### config.mk
export PLATFORM = sky130hd
export DESIGN_NAME = fma16_vector_recorder
export DESIGN_NICKNAME = d
export VERILOG_FILES = /design/src/rtl/fma16_rec_pkg.sv /design/src/rtl/fma16_rec_fifo.sv /design/src/rtl/fma16_vector_recorder.sv
export SDC_FILE = /design/constraint.sdc
export NUM_CORES = 1
export LEC_CHECK = 0
export ABC_AREA = 1
export CAP_MARGIN = 20
export CORE_MARGIN = 2
export CORE_UTILIZATION = 42
export CTS_CLUSTER_SIZE = 16
export DETAILED_ROUTE_END_ITERATION = 16
export PLACE_DENSITY_LB_ADDON = 0.2
export SLEW_MARGIN = 5
export SYNTH_ARGS = -nofsm -noshare
export SYNTH_HDL_FRONTEND = slang
export SYNTH_SLANG_ARGS = --single-unit
### constraint.sdc
create_clock -name clk -period 6.9 [get_ports clk]
set_input_delay 0.69 -clock clk [delete_from_list [all_inputs] [get_ports clk]]
set_output_delay 0.69 -clock clk [all_outputs]
set_load 0.01 [all_outputs]
### src/rtl/fma16_rec_pkg.sv
// fma16_rec_pkg: record layout, text-line sizes and hex-to-ASCII helper shared by the vector recorder.
package fma16_rec_pkg;
  localparam int REC_BITS = 76;
  localparam int REC_DIGITS = 19;
  localparam logic [7:0] ASCII_LF = 8'h0A;
  typedef struct packed {
    logic [15:0] x;
    logic [15:0] y;
    logic [15:0] z;
    logic [7:0]  ctrl;
    logic [15:0] result;
    logic [3:0]  flags;
  } rec_t;
  function automatic logic [7:0] hex_ascii(input logic [3:0] n);
    return (n < 4'd10) ? 8'h30 + {4'h0, n} : 8'h57 + {4'h0, n};
  endfunction
endpackage

### src/rtl/fma16_rec_fifo.sv
// fma16_rec_fifo: synchronous record FIFO with wrap-bit pointers.
//   clk, reset (async active-low), push/wr_data write side, pop/rd_data read side
//   (rd_data is the head, valid when !empty), full, empty, count = occupancy.
module fma16_rec_fifo
  import fma16_rec_pkg::*;
#(
  parameter int DEPTH = 8
) (
  input  logic                   clk,
  input  logic                   reset,
  input  logic                   push,
  input  logic                   pop,
  input  rec_t                   wr_data,
  output rec_t                   rd_data,
  output logic                   full,
  output logic                   empty,
  output logic [$clog2(DEPTH):0] count
);
  localparam int AW = $clog2(DEPTH);
  rec_t mem [DEPTH];
  logic [AW:0] wr_ptr, rd_ptr;
  always_ff @(posedge clk or negedge reset)
    if (!reset) begin
      wr_ptr <= '0;
      rd_ptr <= '0;
    end else begin
      if (push) wr_ptr <= wr_ptr + (AW+1)'(1);
      if (pop) rd_ptr <= rd_ptr + (AW+1)'(1);
    end
  always_ff @(posedge clk)
    if (push) mem[wr_ptr[AW-1:0]] <= wr_data;
  assign rd_data = mem[rd_ptr[AW-1:0]];
  assign empty = wr_ptr == rd_ptr;
  // same slot index but different lap means the writer is a full lap ahead
  assign full = (wr_ptr[AW] != rd_ptr[AW]) && (wr_ptr[AW-1:0] == rd_ptr[AW-1:0]);
  assign count = wr_ptr - rd_ptr;
endmodule

### src/rtl/fma16_vector_recorder.sv
// fma16_vector_recorder: captures fma16 tuples and streams them as lowercase hex .tv text lines.
//   clk, reset (async active-low)
//   cap_valid/cap_ready + x, y, z, ctrl, result, flags: capture side
//   byte_valid/byte_ready/byte_data: ASCII output stream, 19 hex digits then LF per record
//   count: FIFO occupancy, records_sent: completed lines (wraps)
module fma16_vector_recorder
  import fma16_rec_pkg::*;
#(
  parameter int DEPTH = 8
) (
  input  logic                   clk,
  input  logic                   reset,
  input  logic                   cap_valid,
  output logic                   cap_ready,
  input  logic [15:0]            x,
  input  logic [15:0]            y,
  input  logic [15:0]            z,
  input  logic [7:0]             ctrl,
  input  logic [15:0]            result,
  input  logic [3:0]             flags,
  output logic                   byte_valid,
  input  logic                   byte_ready,
  output logic [7:0]             byte_data,
  output logic [$clog2(DEPTH):0] count,
  output logic [31:0]            records_sent
);
  typedef enum logic [1:0] {IDLE, DIGIT, NEWLINE} state_t;
  state_t state, state_n;
  rec_t cap_rec, head;
  logic [REC_BITS-1:0] sh, sh_n;
  logic [4:0] idx, idx_n;
  logic [7:0] bd_n;
  logic [31:0] sent_n;
  logic bv_n, full, empty, push, pop, hs;
  assign cap_rec = {x, y, z, ctrl, result, flags};
  assign cap_ready = ~full;
  assign push = cap_valid & cap_ready;
  assign hs = byte_valid & byte_ready;
  fma16_rec_fifo #(.DEPTH(DEPTH)) u_fifo (
    .clk(clk),
    .reset(reset),
    .push(push),
    .pop(pop),
    .wr_data(cap_rec),
    .rd_data(head),
    .full(full),
    .empty(empty),
    .count(count)
  );
  // The shift register keeps the digit being presented at its top nibble,
  // so the next digit is always sh[71:68]; idx only tracks how many remain.
  always_comb begin
    state_n = state;
    sh_n = sh;
    idx_n = idx;
    bv_n = byte_valid;
    bd_n = byte_data;
    sent_n = records_sent;
    pop = 1'b0;
    case (state)
      IDLE: pop = ~empty;
      DIGIT:
        if (hs) begin
          state_n = (idx == 5'd0) ? NEWLINE : DIGIT;
          idx_n = idx - 5'd1;
          sh_n = {sh[REC_BITS-5:0], 4'h0};
          bd_n = (idx == 5'd0) ? ASCII_LF : hex_ascii(sh[REC_BITS-5 -: 4]);
        end
      NEWLINE:
        if (hs) begin
          sent_n = records_sent + 32'd1;
          pop = ~empty;
          state_n = IDLE;
          bv_n = 1'b0;
        end
      default: state_n = IDLE;
    endcase
    // loading a record overrides the above so the next line follows the LF without a bubble
    if (pop) begin
      sh_n = head;
      idx_n = 5'(REC_DIGITS - 1);
      state_n = DIGIT;
      bv_n = 1'b1;
      bd_n = hex_ascii(head[REC_BITS-1 -: 4]);
    end
  end
  always_ff @(posedge clk or negedge reset)
    if (!reset) begin
      state <= IDLE;
      sh <= '0;
      idx <= '0;
      byte_valid <= 1'b0;
      byte_data <= 8'h00;
      records_sent <= '0;
    end else begin
      state <= state_n;
      sh <= sh_n;
      idx <= idx_n;
      byte_valid <= bv_n;
      byte_data <= bd_n;
      records_sent <= sent_n;
    end
endmodule

==> impl_results.md, run 1 <==
- Outcome: completed
- Syn. warnings: 0
- Total count of hold-check failures in the final report: 0
- Clk pwr share: 0.282
- Initial antenna violation count: 4
- Final HPWL from detailed placement: 40,130 um
- Type of the setup path with the least slack: flip-flop to flip-flop
- Most common flop cell mapped by yosys: edfxtp_1
- Residual DRC: 0
- Power Density: 438.3 nW/um^2
- Final number of max-transition violations: 0
- Worst vdd ir: 0.0002336 V
- Fraction of power consumed by sequential logic: 0.414
- Number of global-route vias before repair: 18,750
- Number of cells on the worst reg-to-reg path: 10
- Net Sw Power: 5354 uW
- Number of cells in the design after placement: 3,252
- Worst flop-to-flop path startpoint: u_fifo.rd_ptr[2]
- Largest net degree at the start of global routing: 186
- Number of storage elements in the synthesis netlist: 735
- Data arrival time of the critical path: 4.41 ns
- Area of the die: 72,340 um^2
- Via total after detailed routing: 18,760
- Setup skew after layout: 0.02162 ns
- CTS resizes: 0
- Async set-or-reset flop fraction in the synthesized netlist: 0.1728
- Endpoint class of the critical path: flip-flop
- Design internal power: 9585 uW
- Clock tree root buffer cell: clkbuf_16
- Skew-Pair Late Insertion Delay: 0.63 ns
- TritonCTS clock tree: done
- Drt total wl: 73,970 um
- I/O pin count: 126
- Critical path startpoint category: flip-flop
- Fmax: 240.4 MHz
- Syn nets: 2,397
- Global-route congestion overflow total: 0
- Buffers added on ports: 124
- Leakage Power: 0.01168 uW
- Fin cells: 3,400
- Gate power share: 0.304
- Number of nets at the end of the flow: 2,484
- Summed negative setup slack over all endpoints: 0 ns
- Cell area after synthesis: 29,490 um^2
- Type of the tightest min-delay check: input pin to async pin
- Cells after synthesis: 2,307
- Total setup violations reported at the end of the flow: 0
- Number of enable flip-flop cells after synthesis: 608
- Max_slew headroom: 0.3338
- Num Clock Sinks: 735
- Area inside the core boundary: 69,790 um^2
- Proportion of synthesized chip area in sequential cells: 0.7269
- Global-route wire length before repair: 112,500 um
- Effective utilization at floorplan: 0.4226
- Total routing usage reported by global routing: 0.2060
- Post-CTS Setup Repair Bufs: 0
- Unrepaired setup endpoints after global routing: false
- Die height: 269.0 um
- Fraction of layout cells with a size suffix above 1: 0.08174
- TritonRoute pass-1 iters: 5
- H-tree level count: 3
- Post-synthesis area per instance: 12.78 um^2
- Layout area overhead: 15.59%
- Required time of the critical path: 7.15 ns
- Initial drt markers: 1,518
- Remaining antenna violation count after routing: 0
- Routed wire per std cell: 21.76 um
- Final worst-path cycle share: 0.6028
- Number of vias per cell: 5.516
- Clock slew seen by the registers of the worst setup and hold paths: 0.06 ns
- Final critical delay including setup and external delays: 4.159 ns
- Chip width: 269.0 um
- Maximum fanout along the worst path: 46
- Total clock buffers created by CTS: 79
- Total number of placement rows: 97
- Longest Clk Path Bufs: 3
- Register-to-register setup slack: 2.74 ns
- Max-Cap Viols: 0
- Placer congestion estimate: 0.7969
- Switching part of the total power: 0.3584
- Slew of the pin with the lowest slew margin: 0.9970 ns
- # hold bufs at CTS: 0
- Netlist cell types: 47
- Reg2Reg Capture Point: u_fifo.mem[1][27]
-- kinds of logic (layout without fill, tap and decap cells) --
group | after synthesis | count (layout) | synth area share
and+or+nand+nor | 626 | 626 | 0.08987
DFF | 735 | 735 | 0.7269
buffers and inverters | 229 | 381 | 0.03632
adders and majority gates | 10 | 10 | 0.004498
AOI/OAI and AO/OA | 667 | 667 | 0.1304
other | 1 | 2 | 0.0001272
xor gates and xnor gates | 39 | 39 | 0.01184
-- registers in the layout, indices dropped and copies added, names as in the netlist --
register	flops
u_fifo.rd_ptr	4
u_fifo.wr_ptr	4
byte_valid	1
state	2
idx	5
sh	72
byte_data	7
records_sent	32
u_fifo.mem	608
-- power by group through the flow --
stage	sequential [uW]	clock [uW]	combinational [uW]
after floorplan	6070	0	3230
after global placement	6250	0	4480
after detailed placement	6270	0	4560
after CTS	6180	4300	4580
after global routing	6260	4460	5060
final	6180	4220	4540
-- stage by stage --
stage	total power (uW)	worst slack [ns]	hold slack [ns]	util	cell area, um^2
2_1_floorplan	9297	1.300	0.3944	-	29490
3_3_place_gp	10730	2.619	0.4675	0.4510	31470
3_5_place_dp	10820	2.587	0.4745	0.4510	31470
4_1_cts	15060	2.568	0.1147	0.4881	34060
5_1_grt	15780	2.504	0.1281	0.4884	34090
6_report	14940	2.741	0.09460	0.4884	34090
-- synthesized netlist by cell type, types with 4 or more instances --
cell type,n,area share
a21oi_1,50,0.0085
buf_2,43,0.0073
buf_4,17,0.0043
buf_6,11,0.0042
clkbuf_1,75,0.0095
dfrtp_1,127,0.11
edfxtp_1,608,0.62
ha_1,9,0.0038
inv_1,70,0.0089
inv_2,7,0.00089
nand2_1,117,0.015
nand2_2,8,0.0017
nand3_1,65,0.011
nand4_1,13,0.0028
nor2_1,394,0.050
nor2_4,5,0.0019
nor3_1,9,0.0015
o211ai_1,11,0.0028
o21a_1,23,0.0059
o21ai_0,350,0.059
o21ai_1,81,0.014
o221a_2,4,0.0015
o221ai_1,80,0.024
o22ai_1,60,0.013
xnor2_1,13,0.0039
xor2_1,25,0.0074
-- cells in the final DEF (no fill, tap or decap), types with 25 or more instances in the layout --
cell,synthesis,routed
nand2_1,117,117
o22ai_1,60,60
a21oi_1,50,50
edfxtp_1,608,608
o21ai_0,350,350
nand3_1,65,65
o21ai_1,81,81
dfrtp_1,127,124
buf_4,17,28
clkbuf_16,0,79
clkdlybuf4s50_1,0,123
nor2_1,394,386
inv_1,70,70
xor2_1,25,25
o221ai_1,80,80
-- critical path, stage by stage, from the launching register on --
cell and delay, ns:
dfrtp_4 0.84, inv_2 0.38, ha_1 0.45, inv_2 0.07, nor3_1 0.05, nand2_1 0.08
nand2_1 0.07, inv_1 0.12, nand2_1 0.24, nor2_4 0.81, buf_4 0.64
-- layer usage --
layer | global-route usage | vias to the layer above | routed length (um)
met2 | 0.3403 | 497 | 35990
met5 | 0 | - | 30
met4 | 0.06997 | 4 | 1956
met1 | 0.2751 | 9501 | 31980
li1 | - | 8634 | -
met3 | 0.03763 | 120 | 4009
-- how the worst max path moves through the flow --
stage | start | end | slack, ns
5_1_grt | u_fifo.rd_ptr[2] | u_fifo.mem[3][45] | 2.50
6_report | u_fifo.rd_ptr[2] | u_fifo.mem[1][27] | 2.74
4_1_cts | u_fifo.rd_ptr[2] | u_fifo.mem[0][28] | 2.57
3_3_place_gp | u_fifo.rd_ptr[2] | u_fifo.mem[0][69] | 2.62
3_5_place_dp | u_fifo.rd_ptr[2] | u_fifo.mem[0][74] | 2.59
2_1_floorplan | u_fifo.rd_ptr[2] | u_fifo.mem[7][0] | 1.30
-- final cells by class --
| cell class | count | area, um^2 |
|---|---|---|
| Clock inverter | 46 | 478.0 |
| Antenna cell | 1 | 2.502 |
| Multi-Input combinational cell | 1343 | 7042 |
| Tap cell | 940 | 1176 |
| Clock buffer | 100 | 2116 |
| Inverter | 80 | 312.8 |
| Timing Repair Buffer | 155 | 1513 |
| Fill cell | 6066 | 35700 |
| Sequential cell | 735 | 21450 |
(Power assumes the default switching activity.)
==> run 2: changes to the inputs <==
clock period = 4.1 ns   (was 6.9 ns; I/O delays follow)
==> impl_results.md, run 2 (synthesis results as in run 1) <==
- Residual DRC: 0 (unchanged)
- Initial drt markers: 1,600 (was 1,518)
- Max_slew headroom: 0.2077 (was 0.3338)
- Flip-flop count of the largest register after layout: 608 (unchanged)
- Most frequent cells in the layout: edfxtp_1, nor2_1, o21ai_0 (unchanged)
- Routed wire per std cell: 21.84 um (was 21.76 um)
- Initial antenna violation count: 1 (was 4)
- Global-route wire length before repair: 112,300 um (was 112,500 um)
- Total count of hold-check failures in the final report: 0 (unchanged)
- Final number of max-transition violations: 0 (unchanged)
- Die height: 269.0 um (unchanged)
- Num Clock Sinks: 735 (unchanged)
- Fmax: 310.6 MHz
- Longest Clk Path Bufs: 3 (unchanged)
- Count of filler cells inserted in the layout: 6,043 (was 6,066)
- Number of nets at the end of the flow: 2,488 (was 2,484)
- Largest net degree at the start of global routing: 198 (was 186)
- Cell area after placement: 31,650 um^2 (was 31,470 um^2)
- Total number of placement rows: 97 (unchanged)
- Slew of the pin with the lowest slew margin: 1.188 ns (was 0.9970 ns)
- Setup skew after layout: 0.01535 ns (was 0.02162 ns)
- Antenna diode instance count: 0 (was 1)
- Area of the die: 72,340 um^2 (unchanged)
- Skew-Pair Late Insertion Delay: 0.61 ns (was 0.63 ns)
- Global-route congestion overflow total: 0 (unchanged)
- Total routing usage reported by global routing: 0.2057 (was 0.2060)
- Final critical delay including setup and external delays: 3.220 ns
- Type of the setup path with the least slack: flip-flop to output port (was flip-flop to flip-flop)
- Power Density: 727.2 nW/um^2 (was 438.3 nW/um^2)
- Area inside the core boundary: 69,790 um^2 (unchanged)
- Effective utilization at floorplan: 0.4226 (unchanged)
- Clock tree root buffer cell: clkbuf_16 (unchanged)
- Unrepaired setup endpoints after global routing: false (unchanged)
- Via total after detailed routing: 18,830 (was 18,760)
- Critical path startpoint category: flip-flop (unchanged)
- Final worst-path cycle share: 0.7854
- Final core area utilization: 0.4877 (was 0.4884)
- Drt total wl: 74,250 um (was 73,970 um)
- Clock slew seen by the registers of the worst setup and hold paths: 0.06 ns (about the same)
- Most common cell after layout, fill and taps aside: edfxtp_1 (unchanged)
- Endpoint class of the critical path: output port (was flip-flop)
- Total setup violations reported at the end of the flow: 0 (unchanged)
- H-tree level count: 3 (unchanged)
- Critical path's slowest cell: buf_4 (was dfrtp_4)
- Fraction of layout cells with a size suffix above 1: 0.08093 (was 0.08174)
- Number of vias per cell: 5.540 (was 5.516)
- Total clock buffers created by CTS: 78 (was 79)
- Final HPWL from detailed placement: 38,370 um (was 40,130 um)
- CTS resizes: 0 (unchanged)
- Worst vdd ir: 0.0006551 V (was 0.0002336 V)
- Required time of the critical path: 3.69 ns (was 7.15 ns)
- Remaining antenna violation count after routing: 0 (unchanged)
- Layout area overhead: 15.42% (was 15.59%)
- Leakage Power: 0.01164 uW (was 0.01168 uW)
- Number of global-route vias before repair: 18,620 (was 18,750)
- TritonRoute pass-1 iters: 7 (was 5)
- Ordered list of cells on the worst path: buf_4, fa_1, inv_1, clkdlybuf4s50_1 (was inv_2, ha_1, inv_2, nor3_1, nand2_1, nand2_1, inv_1, nand2_1, nor2_4, buf_4)
- Type of the tightest min-delay check: input pin to async pin (unchanged)
- Delay of the slowest cell on the worst path: 0.64 ns (was 0.84 ns)
- I/O pin count: 126 (unchanged)
- Buffers added on ports: 124 (unchanged)
- Data arrival time of the critical path: 2.81 ns (was 4.41 ns)
- Total non-filler cell area in the finished layout: 34,040 um^2 (was 34,090 um^2)
- Max-Cap Viols: 0 (unchanged)
- Placer congestion estimate: 0.7812 (was 0.7969)
- Chip width: 269.0 um (unchanged)
- Summed negative setup slack over all endpoints: 0 ns (unchanged)
- Outcome: completed (unchanged)
- Maximum fanout along the worst path: 61 (was 46)
- TritonCTS clock tree: done (unchanged)
-- run 2: cell type report --
class                      count  area (um^2)  share of cell area
clock buffer                 108         2176             0.06393
clock inverter                33        205.2            0.006029
inverter                      80        312.8            0.009190
multi-input combinational   1343         7042              0.2069
sequential                   735        21450              0.6301
tap                          940         1176             0.03456
timing repair buffer         160         1678             0.04930
-- run 2: path summary, 6_finish.rpt --
check | start | endpoint | slack, ns | depth (start not counted)
max in group asynchronous | reset | sh[22] | 2.78 | 3
min in group clk | cap_valid | u_fifo.wr_ptr[0] | 0.46 | 4
hold reg to reg | sh[10] | sh[10] | 0.48 | 1
setup / recovery | u_fifo.rd_ptr[1] | count[1] | 0.88 | 4
setup reg to reg | u_fifo.rd_ptr[1] | sh[64] | 0.96 | 7
hold / removal | reset | records_sent[20] | 0.42 | 2
-- run 2: critical path, delay by kind of cell (launching register included) --
kind / cells / cell delay, ns
adders and majority gates: 1 / 0.53
buffers and inverters: 3 / 1.24
DFF: 1 / 0.42
-- run 2: metrics by stage --
stage / worst slack, ns / std cells / hold WS [ns] / total power (uW)
3_3_place_gp: 1.028 / 3257 / 0.4686 / 18230
2_1_floorplan: -0.2414 / 2307 / 0.1144 / 15610
4_1_cts: 0.8272 / 3399 / 0.4255 / 25010
6_report: 0.8801 / 3399 / 0.4232 / 24750
3_5_place_dp: 0.9959 / 3257 / 0.4745 / 18420
5_1_grt: 0.6945 / 3399 / 0.4562 / 26160
-- run 2: repair_timing --
action / 4_1_cts / 5_1_grt
setup endpoints to repair: 0 / 0
hold endpoints to repair: 73 / 0
hold buffers: 1 / 0
buffers inserted: 0 / 0
-- run 2: layer usage --
metal	GRT usage	routed length (um)
met3	0.02712	3532
met5	0	10
met2	0.3427	36150
met4	0.06682	1830
met1	0.2807	32730
-- run 2: report_power, final --
part           leakage (uW)  internal [uW]  switching, uW  total (uW)
Clock               0.00117           3770           2800        6570
Sequential          0.00704           9630            522       10200
Combinational       0.00342           2420           5600        8020
